==> config.mk <==
export PLATFORM = sky130hd
export DESIGN_NAME = i2c_reg_bridge
export DESIGN_NICKNAME = d
export VERILOG_FILES = /design/src/rtl/i2c_reg_bridge.sv
export SDC_FILE = /design/constraint.sdc
export NUM_CORES = 1
export LEC_CHECK = 0
export CAP_MARGIN = 0
export CORE_ASPECT_RATIO = 2
export CORE_UTILIZATION = 55
export DETAILED_ROUTE_END_ITERATION = 6
export PLACE_DENSITY = 0.74
export SLEW_MARGIN = 5
export SYNTH_ARGS = -nofsm -noshare
export SYNTH_HDL_FRONTEND = slang
export SYNTH_SLANG_ARGS = --single-unit
==> constraint.sdc <==
create_clock -name clk -period 5.65 [get_ports clk]
set_input_delay 1.695 -clock clk [delete_from_list [all_inputs] [get_ports clk]]
set_output_delay 1.695 -clock clk [all_outputs]
set_load 0.02 [all_outputs]
==> src/rtl/i2c_reg_bridge.sv <==
// Register-file back end for i2c_slave: the first write byte sets a pointer, later bytes
// stream through consecutive registers. A host port has direct access to the same file.
module i2c_reg_bridge #(
    parameter int AW = 4,
    parameter logic [(2**AW)-1:0] RO_MASK = '0
) (
    input  logic          clk,
    input  logic          rst,
    input  logic          bus_active,
    input  logic          rx_strobe,
    input  logic [7:0]    rx_data,
    input  logic          tx_strobe,
    output logic [7:0]    tx_data,
    output logic          tx_valid,
    input  logic [AW-1:0] host_addr,
    input  logic          host_we,
    input  logic [7:0]    host_wdata,
    output logic [7:0]    host_rdata,
    output logic          reg_changed,
    output logic [AW-1:0] changed_addr
);

    localparam int NREG = 2**AW;

    typedef enum logic [1:0] {
        S_IDLE,
        S_PTR,
        S_DATA
    } state_t;

    state_t        state;
    logic [7:0]    regs [NREG];
    logic [AW-1:0] ptr;
    logic [AW-1:0] ptr_next;
    logic          rx_q, tx_q, bus_q;
    logic          rx_rise, tx_rise, bus_rise, bus_fall;
    logic          i2c_we;
    logic          tx_stale;

    assign rx_rise  = rx_strobe & ~rx_q;
    assign tx_rise  = tx_strobe & ~tx_q;
    assign bus_rise = bus_active & ~bus_q;
    assign bus_fall = ~bus_active & bus_q;

    // rx wins over a simultaneous tx edge, so the pointer only ever moves once per cycle.
    always_comb begin
        ptr_next = ptr;
        i2c_we   = 1'b0;
        if (!bus_fall) begin
            if (state == S_PTR && rx_rise) begin
                ptr_next = rx_data[AW-1:0];
            end else if ((state == S_PTR || state == S_DATA) && (rx_rise || tx_rise)) begin
                ptr_next = ptr + AW'(1);
                i2c_we   = (state == S_DATA) && rx_rise && !RO_MASK[ptr];
            end
        end
    end

    // tx_data trails regs[ptr] by one cycle, so flag it whenever its source moves.
    assign tx_stale = (ptr_next != ptr) || i2c_we || (host_we && host_addr == ptr);

    always_ff @(posedge clk or posedge rst) begin
        if (rst) begin
            state        <= S_IDLE;
            ptr          <= '0;
            rx_q         <= 1'b0;
            tx_q         <= 1'b0;
            bus_q        <= 1'b0;
            tx_data      <= '0;
            tx_valid     <= 1'b0;
            host_rdata   <= '0;
            reg_changed  <= 1'b0;
            changed_addr <= '0;
            for (int i = 0; i < NREG; i++) begin
                regs[i] <= '0;
            end
        end else begin
            rx_q        <= rx_strobe;
            tx_q        <= tx_strobe;
            bus_q       <= bus_active;
            ptr         <= ptr_next;
            tx_data     <= regs[ptr];
            tx_valid    <= ~tx_stale;
            host_rdata  <= regs[host_addr];
            reg_changed <= i2c_we;

            if (bus_fall) begin
                state <= S_IDLE;
            end else begin
                case (state)
                    S_IDLE:  if (bus_rise) state <= S_PTR;
                    S_PTR:   if (rx_rise || tx_rise) state <= S_DATA;
                    S_DATA:  state <= S_DATA;
                    default: state <= S_IDLE;
                endcase
            end

            // Host write first so a same-address I2C write in this cycle overrides it.
            if (host_we) begin
                regs[host_addr] <= host_wdata;
            end
            if (i2c_we) begin
                regs[ptr]    <= rx_data;
                changed_addr <= ptr;
            end
        end
    end

endmodule

==> impl_metrics.csv, run 1 <==
group,metric,value,unit
run_status,outcome,"finished, violations left",
run_status,violations,"DRC",
grt,gr-usage-met1,36.53,%
critical_path,start_kind,"input port",
critical_path,cp_cell_sequence,"clkdlybuf4s50_1 > xor2_1 > a2111oi_0 > o31ai_1 > nor4_1",
critical_path,critPathTopFamily,"compound AO/OA/AOI/OAI gates",
synthesis,ys_seq_area_share,42.29,%
clock_tree,cts_tree,"built",
placement,placed_cell_area,9829,um^2
sta,final.min_clock_period,3.863,ns
critical_path,slowest_delay,0.85,ns
synthesis,yosysWarnings,0,
route,drt-initial-drc-count,657,
layout,n_antenna_cell,0,
sta,setup_slack,1.787,ns
floorplan,start_util,56.12,%
placement,port_buffers,47,
grt,grt_pass1_wl,43.15,mm
critical_path,crit_path_max_fanout,18,
sta,rsz0062_at_grt,"no",
pwr,power.density,477.2,nW/um^2
placement,gp_congestion,0.9285,
floorplan,die-area,17670,um^2
grt,grt_overflow_total,0,
layout,area_delta_synth_final,10.60,%
grt,grt_pass1_vias,7641,
synthesis,synth_area_leader_cell,"dfrtp_1",
synthesis,ys_ff_latch,159,
critical_path,path_buf_inv,1,
floorplan,die_h,187.0,um
sta,setup_violations,0,
clock_tree,htree_num_levels,4,
pwr,total_power,4.966,mW
grt,grt_usage,33.63,%
synthesis,synth_cell_types,39,
clock_tree,cts-root-buf,"clkbuf_16",
critical_path,crit_path_end_kind,"flop",
layout,layout_commonest_cell,"dfrtp_1",
placement,place_ws,1.437,ns
sta,hold_viol,0,
placement,post-place-cells,1043,
synthesis,syn_avg_cell_area,10.97,um^2
floorplan,die_width,94.49,um
route,ant_nets,0,
clock_tree,holdBufCountCts,0,
sta,slew_violations,0,
layout,design_area,10410,um^2
grt,gr-max-usage-layer,"met2",
floorplan,fp.coreArea,16770,um^2
sta,fmax,0.2588,GHz
placement,dp_hpwl,19.31,mm
layout,nNetsFinal,889,
sta,finalCritPeriodShare,68.38,%
route,wl_per_cell,25.78,um
clock_tree,clk_path_buf_depth,2,
grt,grt_max_degree,86,
layout,fin_cells,1075,
grt,grt_use_met3,6.138,%
route,post-route-drc-count,4,
synthesis,syn_area,9409,um^2
clock_tree,clkLatencyLatePin,0.44,ns
synthesis,yosysTopAreaCellShare,42.29,%
run,maxCapViolations,0,
floorplan,ios,48,
critical_path,critPathArrivalTime,4.17,ns
sta,finalClockSkew,0.01160,ns
route,wl,27.72,mm
worst_hold_path,min_path_type,"reg2reg",
synthesis,postSynthCellCount,858,
grt,antenna_found_initial,0,
critical_path,worst_path_max_delay_cell,"clkdlybuf4s50_1",
clock_tree,cts_resized,0,
pwr,ir_worst_vdd,0.3333,mV
critical_path,path_class,"in2reg",
route,dr.pass1.iters,7,
sta,worstMarginPinSlew,1.285,ns
floorplan,rows,67,
clock_tree,numClockSinks,159,
route,vias,7339,
sta,max_slew_margin,14.18,%
layout,layout_common_cells,"dfrtp_1, nor2_1, a21oi_1",
grt,use_met2,56.35,%
critical_path,crit_required,5.95,ns
synthesis,synth_area_leaders,"dfrtp_1, mux4_2, mux2i_1",
clock_tree,post-cts-setup-buffers,0,
synthesis,syn_nets,892,
pwr,p_leak,4.452,nW
clock_tree,clk_pin_slew_worst_paths,0.07,ns
route,via_per_inst,6.827,
clock_tree,cts_buffers,17,
sta,fin_setup_tns,0,ns
layout,drive_above_1_share,15.78,%
==> Yosys cell counts <==
library cell and number:
o22a_1 5, nand2_2 1, xnor2_1 1, o21ai_0 5, a22oi_1 33, mux2i_1 131
and2_1 2, a31oi_1 2, inv_1 9, o31ai_1 1, and3_1 1, dfrtp_1 159
nand2_1 21, nor3b_2 2, clkbuf_1 23, xor2_1 6, nor2_4 3, ha_1 8
nor2_2 6, a2111oi_0 1, buf_1 9, nor2b_1 9, nand3b_1 4, nor3_1 2
o21a_1 1, a21oi_1 135, nor4_1 1, nand3_1 8, buf_6 3, or3_1 4
nand2b_1 2, buf_4 6, nand3_2 12, buf_2 37, and3_4 1, nor2_1 135
mux2_2 4, mux4_2 64, nand4_1 1
==> worst paths after layout <==
| check | to | depth (start not counted) | slack, ns | from |
|---|---|---|---|---|
| max | tx_valid | 5 | 1.79 | rx_data[1] |
| min | changed_addr[2] | 1 | 0.53 | changed_addr[2] |
| max reg2reg | tx_valid | 5 | 2.65 | ptr[1] |
| min reg2reg | changed_addr[2] | 1 | 0.53 | changed_addr[2] |
| max in group asynchronous | regs[78] | 3 | 2.87 | rst |
| min in group asynchronous | regs[118] | 2 | 1.77 | rst |
==> metrics by stage <==
step	util (%)	hold slack [ns]
floorplan	-	0.5151
global placement	58.63	0.5159
detailed placement	58.63	0.5112
CTS	62.07	0.5290
global route	62.07	0.5481
finish	62.07	0.5271
==> final cells by class <==
class	instances	area, um^2
fillers	1361	6360
multi-input cells	612	5012
flip-flops and latches	159	3980
repair buffers	56	540.5
clock buffers	18	429.2
well taps	207	259.0
clock inverters	14	147.6
inverters	9	37.54
==> cell families after synthesis <==
kind of cell,after synthesis,share of synthesized area (%)
buffers and inverters,87,4.441
XOR/XNOR,7,0.6516
AO/OA/AOI/OAI,183,10.93
adder cells (fa/ha/maj),8,1.064
multiplexers,199,29.73
flip-flops,159,42.29
AND/OR/NAND/NOR,215,10.89
==> worst register-to-register path, cell delays in order, from the launching register on <==
cell and delay [ns]:
dfrtp_1 0.98, buf_4 0.50, xor2_1 0.11, a2111oi_0 0.76, o31ai_1 0.13, nor4_1 0.39
==> registers in the layout, summed over array words and instances, names as in the netlist <==
register,count
bus_q,1
changed_addr,4
host_rdata,8
ptr,4
reg_changed,1
regs,128
rx_q,1
state,2
tx_data,8
tx_q,1
tx_valid,1
==> routing by layer <==
metal	wire length (um)	part of all wire, %
met2	14560	53
met5	0	0
met4	2305	8.3
met1	9049	33
met3	1804	6.5
==> where the power goes <==
part           switching (mW)  internal (mW)
clock                   0.512          0.623
sequential              0.404           1.55
combinational           0.923          0.956
total                    1.84           3.13
(Power assumes the default switching activity.)
==> inputs of run 2 (changes only) <==
clock period = 3.2 ns   (was 5.65 ns; I/O delays follow)
==> run 2 against run 1 <==
Compared with the run above: the flow now finishes without violations; via count barely moved; sequential power rose by 74%; non-clock buffer count rose by 32; power rose by 76%; clock skew fell by 0.0025 ns; clock-buffer cell count rose by 2; register-to-register slack got worse by 1.8 ns; first-iteration DRC count fell by 9.9%; combinational power rose by 81%; die area did not move; wire length fell by 0.24%; highest routed layer unchanged.
==> impl_metrics.csv, run 2 (synthesized netlist as in run 1, its figures left out) <==
group,metric,value,unit
sta,rsz0062_at_grt,"no",
critical_path,timing.rr.start,"state[0]",
layout,n_antenna_cell,0,
clock_tree,numClockSinks,159,
floorplan,die_width,94.49,um
grt,grt_pass1_vias,7849,
layout,drive_above_1_share,18.89,%
placement,port_buffers,47,
sta,finalClockSkew,0.009119,ns
clock_tree,cts_buffers,17,
sta,finalCritPeriodShare,84.86,%
layout,layout_commonest_cell,"dfrtp_1",
critical_path,critPathArrivalTime,3.01,ns
clock_tree,htree_num_levels,4,
worst_hold_path,whs_path_depth,1,
worst_hold_path,min_path_type,"reg2reg",
clock_tree,holdBufCountCts,0,
critical_path,reg2reg_slack,0.85,ns
sta,max_slew_margin,49.46,%
grt,grt_max_degree,81,
clock_tree,clk_path_buf_depth,2,
floorplan,die_h,187.0,um
sta,hold_viol,0,
sta,setup_violations,0,
placement,gp_congestion,0.9251,
clock_tree,cts-root-buf,"clkbuf_16",
layout,area_delta_synth_final,13.59,%
layout,top_register,"regs",
critical_path,cp_cell_sequence,"clkdlybuf4s50_1 > inv_1 > ha_1 > nor2b_1 > and3_4 > nand3_2 > nor2_1 > a21oi_1",
critical_path,worstRegToRegCells,7,
route,post-route-drc-count,0,
sta,worstMarginPinSlew,0.7558,ns
worst_hold_path,hp-start,"changed_addr[2]",
placement,placed_cell_area,10120,um^2
grt,grt_pass1_wl,43.73,mm
layout,layout_common_cells,"dfrtp_1, nor2_1, a21oi_1",
layout,design_area,10690,um^2
placement,place_ws,0.1217,ns
run,maxCapViolations,0,
grt,antenna_found_initial,0,
sta,slew_violations,0,
placement,dp_hpwl,19.83,mm
sta,final.min_clock_period,2.716,ns
worst_hold_path,hold_end,"changed_addr[2]",
route,ant_nets,0,
route,vias,7336,
critical_path,crit_path_end_kind,"flop",
floorplan,fp.coreArea,16770,um^2
route,wl_per_cell,24.98,um
pwr,power.density,818.3,nW/um^2
clock_tree,post-cts-setup-buffers,0,
grt,grt_overflow_total,0,
clock_tree,cts_tree,"built",
critical_path,slowest_delay,0.47,ns
critical_path,start_kind,"input port",
critical_path,crit_path_max_fanout,22,
sta,setup_slack,0.4844,ns
critical_path,worst_path_max_delay_cell,"clkdlybuf4s50_1",
route,wl,27.65,mm
floorplan,die-area,17670,um^2
run_status,outcome,"finished, final reports clean",
pwr,p_leak,4.614,nW
critical_path,path_class,"in2reg",
route,drt-initial-drc-count,592,
clock_tree,clkLatencyLatePin,0.44,ns
clock_tree,clk_pin_slew_worst_paths,0.06,ns
grt,grt_usage,33.95,%
sta,fin_setup_tns,0,ns
pwr,ir_worst_vdd,0.5764,mV
clock_tree,cts_resized,0,
layout,reg_top3,"regs x128, host_rdata x8, tx_data x8",
critical_path,r2r_end,"regs[54]",
route,dr.pass1.iters,5,
sta,fmax,0.3682,GHz
floorplan,ios,48,
floorplan,rows,67,
layout,largest_reg_flops,128,
critical_path,crit_required,3.50,ns
route,via_per_inst,6.627,
floorplan,start_util,56.12,%
layout,nFillCells,1334,
layout,nNetsFinal,921,
[run 2: cell types whose count changed in the layout (fill, tap and decap cells not counted), sizes merged]
cell / change
buf: +32
inv: -3
clkbuf: +2
bufinv: -1
clkinvlp: +2
[run 2: area by class of cell]
type,count,area (um^2),area share (%)
multi-input combinational,612,5012,46.90
sequential,159,3980,37.24
timing repair buffer,88,830.8,7.773
clock buffer,20,466.7,4.367
tap,207,259.0,2.423
clock inverter,12,101.3,0.9482
inverter,9,37.54,0.3512
[run 2: worst max-delay path, delay by kind of cell]
kind | cells | cell delay [ns]
buf+inv | 2 | 0.52
simple gates | 4 | 1.25
compound gates | 1 | 0.08
fa+ha+maj | 1 | 0.20
[run 2: routing by layer]
metal / vias to the layer above / track usage [%] / share of wire, %
met5: - / 0 / 0
met2: 421 / 57.78 / 54
li1: 3174 / - / -
met3: 130 / 5.244 / 5.4
met1: 3611 / 37.69 / 33
met4: 0 / 24.13 / 7.0
[run 2: power by group]
part / leakage [nW] / internal [mW] / switching (mW)
registers: 1.95 / 2.74 / 0.654
clock network: 0.271 / 1.07 / 0.881
logic: 2.39 / 1.74 / 1.66
total: 4.61 / 5.55 / 3.20
[run 2: worst max path at each step]
stage	from	cells after the start	endpoint
detailed placement	bus_active	8	regs[51]
global placement	bus_active	8	regs[123]
global route	bus_active	8	regs[54]
finish	bus_active	8	regs[54]
floorplan	rst	1	bus_q
CTS	bus_active	8	regs[54]
[run 2: through the flow]
stage | hold slack, ns | std cells | util (%) | total power, mW
CTS | 0.5416 | 1107 | 63.75 | 8.721
finish | 0.5353 | 1107 | 63.75 | 8.746
global placement | 0.5280 | 1075 | 60.36 | 6.549
global route | 0.5660 | 1107 | 63.75 | 9.156
floorplan | 0.5151 | 858 | - | 5.636
detailed placement | 0.5219 | 1075 | 60.36 | 6.759
==> variant 1: new RTL, settings of run 1 <==
`tx_data` no longer has a reset.
--- a/src/rtl/i2c_reg_bridge.sv
+++ b/src/rtl/i2c_reg_bridge.sv
@@ -66,7 +66,6 @@
             rx_q         <= 1'b0;
             tx_q         <= 1'b0;
             bus_q        <= 1'b0;
-            tx_data      <= '0;
             tx_valid     <= 1'b0;
             host_rdata   <= '0;
             reg_changed  <= 1'b0;
@@ -79,7 +78,6 @@
             tx_q        <= tx_strobe;
             bus_q       <= bus_active;
             ptr         <= ptr_next;
-            tx_data     <= regs[ptr];
             tx_valid    <= ~tx_stale;
             host_rdata  <= regs[host_addr];
             reg_changed <= i2c_we;
@@ -106,5 +104,9 @@
         end
     end
 
+    always_ff @(posedge clk) begin
+        tx_data <= regs[ptr];
+    end
+
 endmodule
 
Formal check against the unedited RTL: differs if rst is asserted again (counterexample within 4 cycles, from zero or initial values and one cycle with rst high); with rst held inactive, the same outputs for 4 cycles.
==> variant 1 against run 1 <==
Total power down 0.17%; utilization up 0.10 points; sequential cell count unchanged; register-to-register slack better by 0.29 ns; routed wire length down 4.3%; sequential power about the same; area after synthesis down 0.40%; critical path depth up 3; synthesized cell count unchanged; setup slack better by 0.13 ns; cell area down 0.34%; hold slack worse by 0.0068 ns; die area down 0.39%; clock skew down 0.0033 ns; critical endpoint is now regs[13]$_DFF_PP0_; largest power group unchanged.
==> variant 1: results (changes against run 1) <==
<table>
<tr><th>Metric</th><th>Value</th></tr>
<tr><th colspan="2">Yosys</th></tr>
<tr><td>Async S/R FF share, synth</td><td>95.0% (was 100%)</td></tr>
<tr><td>Synth unique cells</td><td>40 (was 39)</td></tr>
<tr><td>Compound-Gate Fraction of Synth Area</td><td>11.0% (was 10.9%)</td></tr>
<tr><td>Register area share after synthesis</td><td>42.0% (was 42.3%)</td></tr>
<tr><td>Synthesized-area fraction occupied by xor and xnor cells</td><td>0.654% (was 0.652%)</td></tr>
<tr><th colspan="2">Setup path</th></tr>
<tr><td>Worst-case reg-to-reg path depth</td><td>4 (was 5)</td></tr>
<tr><td>Critical Path Max Stage Delay</td><td>0.54 ns (was 0.85 ns)</td></tr>
<tr><td>Startpoint of the worst register-to-register path</td><td>ptr[3]$_DFF_PP0_ (was ptr[1]$_DFF_PP0_)</td></tr>
<tr><td>Endpoint of the most critical setup path</td><td>regs[13]$_DFF_PP0_ (was tx_valid$_DFF_PP0_)</td></tr>
<tr><td>Crit-path leading delay family</td><td>simple AND/OR/NAND/NOR gates (was compound AO/OA/AOI/OAI gates)</td></tr>
<tr><td>Biggest fanout along the worst timing path</td><td>22 (was 18)</td></tr>
<tr><td>Launch point of the critical path</td><td>bus_active (was rx_data[1])</td></tr>
<tr><th colspan="2">Final layout</th></tr>
<tr><td>Fill cell count</td><td>1,336 (was 1,361)</td></tr>
<tr><td>Number of nets in the final layout</td><td>887 (was 889)</td></tr>
<tr><th colspan="2">Drt</th></tr>
<tr><td>Detailed route wirelength on metal2</td><td>14,100 µm (was 14,600 µm)</td></tr>
<tr><th colspan="2">Placement</th></tr>
<tr><td>Weighted congestion reported at the end of routability-driven placement</td><td>0.907 (was 0.929)</td></tr>
<tr><td>Post-placement worst setup slack</td><td>1.47 ns (was 1.44 ns)</td></tr>
<tr><td>Cell area reported after detailed placement</td><td>9780 µm² (was 9830 µm²)</td></tr>
<tr><td>Inst Count DP</td><td>1,041 (was 1,043)</td></tr>
<tr><th colspan="2">GRT</th></tr>
<tr><td>Largest net degree at the start of global routing</td><td>152 (was 86)</td></tr>
<tr><td>First-pass GRT wire length</td><td>41,100 µm (was 43,200 µm)</td></tr>
<tr><td>Total routing usage reported by global routing</td><td>32.3% (was 33.6%)</td></tr>
<tr><th colspan="2">Outcome</th></tr>
<tr><td>Result of the run</td><td>completed (was complete, but fails checks)</td></tr>
<tr><th colspan="2">Hold path</th></tr>
<tr><td>Worst Hold Path EP</td><td>changed_addr[3]$_DFFE_PP0N_ (was changed_addr[2]$_DFFE_PP0N_)</td></tr>
<tr><td>Hold Startpoint</td><td>changed_addr[3]$_DFFE_PP0N_ (was changed_addr[2]$_DFFE_PP0N_)</td></tr>
<tr><th colspan="2">STA</th></tr>
<tr><td>Worst-margin pin slew</td><td>1.33 ns (was 1.28 ns)</td></tr>
</table>
-- variant 1: cell types whose count changed in the layout (fill, tap and decap cells not counted), moves of 2 or more --
| cell | run 1 | this run |
|---|---|---|
| sky130_fd_sc_hd__buf_4 | 8 | 6 |
| sky130_fd_sc_hd__clkinv_2 | 0 | 2 |
| sky130_fd_sc_hd__dfrtp_1 | 158 | 149 |
| sky130_fd_sc_hd__dfxtp_1 | 0 | 8 |
| sky130_fd_sc_hd__inv_8 | 2 | 0 |
-- variant 1: final cells by class --
type                    count  area, µm²  area share (%)
flip-flops and latches    159       3940            38.0
multi-input cells         612       5010            48.3
well taps                 207        259            2.50
clock buffers              18        439            4.23
repair buffers             54        526            5.07
inverters                   9       37.5           0.362
clock inverters            14        156            1.51
-- variant 1: per-layer routing --
layer / up-vias / track usage, %
met5: - / 0
met4: 0 / 25.6
met3: 115 / 5.18
met2: 369 / 55.4
met1: 3494 / 33.8
li1: 3116 / -
==> variant 2: new RTL, flow settings as in run 1 <==
Made on the original files. `AW`: 4 -> 3.
--- a/src/rtl/i2c_reg_bridge.sv
+++ b/src/rtl/i2c_reg_bridge.sv
@@ -1,7 +1,7 @@
 // Register-file back end for i2c_slave: the first write byte sets a pointer, later bytes
 // stream through consecutive registers. A host port has direct access to the same file.
 module i2c_reg_bridge #(
-    parameter int AW = 4,
+    parameter int AW = 3,
     parameter logic [(2**AW)-1:0] RO_MASK = '0
 ) (
     input  logic          clk,
Interface: changed (resized changed_addr and host_addr); port bits go from 48 to 46. No check against the original RTL was run, so the function may have changed too.
==> variant 2 against run 1 <==
The run still ends with DRC left; register-to-register slack improved by 0.61 ns; global-route usage down 5.1 points; area after synthesis is 44% lower; routed wire length down 53%; hold slack worse by 0.036 ns; count of clock-buffer cells in the layout down 4; die area shrank 43%; clock power down 47%; fmax shrank 3.1%; final cell count shrank 45%; cell area fell by 43%; total power decreased by 45%; setup slack worse by 0.12 ns; sequential cell count down 66; largest power group unchanged.
==> variant 2: results (changes against run 1) <==
<table>
<tr><th>Metric</th><th>Value</th></tr>
<tr><th colspan="2">Outcome</th></tr>
<tr><td>Result of the run</td><td>complete, but fails checks (unchanged)</td></tr>
<tr><td>Violated checks</td><td>DRC (unchanged)</td></tr>
<tr><th colspan="2">Clocking</th></tr>
<tr><td>Clock latency at the later pin of the worst-skew pair</td><td>0.34 ns (was 0.44 ns)</td></tr>
<tr><td>TritonCTS Buffers</td><td>9 (was 17)</td></tr>
<tr><td>Number of H-tree levels</td><td>3 (was 4)</td></tr>
<tr><th colspan="2">Placement</th></tr>
<tr><td>Cell area reported after detailed placement</td><td>5690 µm² (was 9830 µm²)</td></tr>
<tr><td>Port Buffer Count</td><td>45 (was 47)</td></tr>
<tr><td>Half-perimeter wire length after placement</td><td>8940 µm (was 19,300 µm)</td></tr>
<tr><td>Weighted congestion reported at the end of routability-driven placement</td><td>0.884 (was 0.929)</td></tr>
<tr><td>Post-placement worst setup slack</td><td>1.33 ns (was 1.44 ns)</td></tr>
<tr><td>Inst Count DP</td><td>574 (was 1,043)</td></tr>
<tr><th colspan="2">GRT</th></tr>
<tr><td>Via count of the first global-routing pass</td><td>3,918 (was 7,641)</td></tr>
<tr><td>Total routing usage reported by global routing</td><td>28.6% (was 33.6%)</td></tr>
<tr><th colspan="2">Drt</th></tr>
<tr><td>Via count normalized by instance count</td><td>6.45 (was 6.83)</td></tr>
<tr><td>DRC violation count after routing</td><td>4 (unchanged)</td></tr>
<tr><td>Post-DR wirelength/cell</td><td>22.1 µm (was 25.8 µm)</td></tr>
<tr><td>Number of DRC markers after the initial detailed-route iteration</td><td>355 (was 657)</td></tr>
<tr><th colspan="2">STA</th></tr>
<tr><td>Post-Route Skew</td><td>0.00572 ns (was 0.0116 ns)</td></tr>
<tr><td>Worst hold slack</td><td>0.491 ns (was 0.527 ns)</td></tr>
<tr><th colspan="2">Power</th></tr>
<tr><td>Worst VDD drop</td><td>0.269 mV (was 0.333 mV)</td></tr>
<tr><td>Static leakage</td><td>2.62 nW (was 4.45 nW)</td></tr>
<tr><th colspan="2">Setup path</th></tr>
<tr><td>Crit-path leading delay family</td><td>buffers and inverters (was compound AO/OA/AOI/OAI gates)</td></tr>
<tr><td>Slack of the worst reg-to-reg path</td><td>3.26 ns (was 2.65 ns)</td></tr>
<tr><td>Critical Path Max Stage Delay</td><td>0.75 ns (was 0.85 ns)</td></tr>
<tr><td>Cell with the largest stage delay on the worst path</td><td>sky130_fd_sc_hd__nor4bb_2 (was sky130_fd_sc_hd__clkdlybuf4s50_1)</td></tr>
<tr><td>Biggest fanout along the worst timing path</td><td>11 (was 18)</td></tr>
<tr><th colspan="2">Yosys</th></tr>
<tr><td>Register area share after synthesis</td><td>44.2% (was 42.3%)</td></tr>
<tr><td>Synth unique cells</td><td>40 (was 39)</td></tr>
<tr><td>Nets in the synthesized netlist</td><td>489 (was 892)</td></tr>
<tr><th colspan="2">Final layout</th></tr>
<tr><td>Fraction of final layout cells with drive strength greater than 1</td><td>17.1% (was 15.8%)</td></tr>
</table>
## variant 2: cell count changes after synthesis, moves of 14 or more
cell | before | now
sky130_fd_sc_hd__clkbuf_1 | 23 | 9
sky130_fd_sc_hd__mux4_2 | 64 | 31
sky130_fd_sc_hd__nor2_1 | 135 | 66
sky130_fd_sc_hd__mux2i_1 | 131 | 64
sky130_fd_sc_hd__a21oi_1 | 135 | 65
sky130_fd_sc_hd__mux2_2 | 4 | 18
sky130_fd_sc_hd__buf_2 | 37 | 22
sky130_fd_sc_hd__a22oi_1 | 33 | 0
sky130_fd_sc_hd__dfrtp_1 | 159 | 93
## variant 2: worst paths after layout
kind	end	from	cells after the start
min in group asynchronous	host_rdata[6]$_DFF_PP0_	rst	2
setup reg to reg	regs[22]$_DFF_PP0_	state[1]$_DFFE_PP0P_	6
hold reg to reg	changed_addr[0]$_DFFE_PP0N_	changed_addr[0]$_DFFE_PP0N_	2
max in group asynchronous	regs[55]$_DFF_PP0_	rst	3
setup / recovery	regs[27]$_DFF_PP0_	host_addr[0]	6
hold / removal	changed_addr[0]$_DFFE_PP0N_	changed_addr[0]$_DFFE_PP0N_	2
## variant 2: area by class of cell
type                       count  area (µm²)
fill                         726        3340
multi-input combinational    311        2650
sequential                    93        2330
clock buffer                  14         264
tap                          104         130
timing repair buffer          58         548
inverter                       8        31.3
clock inverter                 1        30.0
## variant 2: power breakdown
part / internal, mW / switching [mW] / leakage, nW / total, mW
sequential: 0.903 / 0.192 / 1.12 / 1.09
combinational: 0.591 / 0.467 / 1.35 / 1.06
clock: 0.365 / 0.235 / 0.143 / 0.600
## variant 2: kinds of logic (layout without fill, tap and decap cells)
kind of cell | after synthesis | after routing | synth area share (%)
buffers and inverters | 55 | 81 | 5.68
xor gates and xnor gates | 6 | 6 | 0.998
muxes | 114 | 114 | 29.8
AOI/OAI and AO/OA | 77 | 77 | 7.87
and+or+nand+nor | 109 | 109 | 10.3
DFF | 93 | 93 | 44.2
adders and majority gates | 5 | 5 | 1.19
## variant 2: routing by layer
metal	GRT usage, %	part of all wire (%)	up-vias
li1	-	-	1702
met4	16.6	4.7	0
met5	0	0	-
met1	35.7	38	1903
met2	46.7	52	158
met3	4.10	5.3	37
## variant 2: tightest hold or removal path: cells and delay by family (launching register included)
| family | cells | cell delay [ns] |
|---|---|---|
| AOI/OAI and AO/OA | 1 | 0.06 |
| and+or+nand+nor | 1 | 0.05 |
| DFF | 1 | 0.35 |
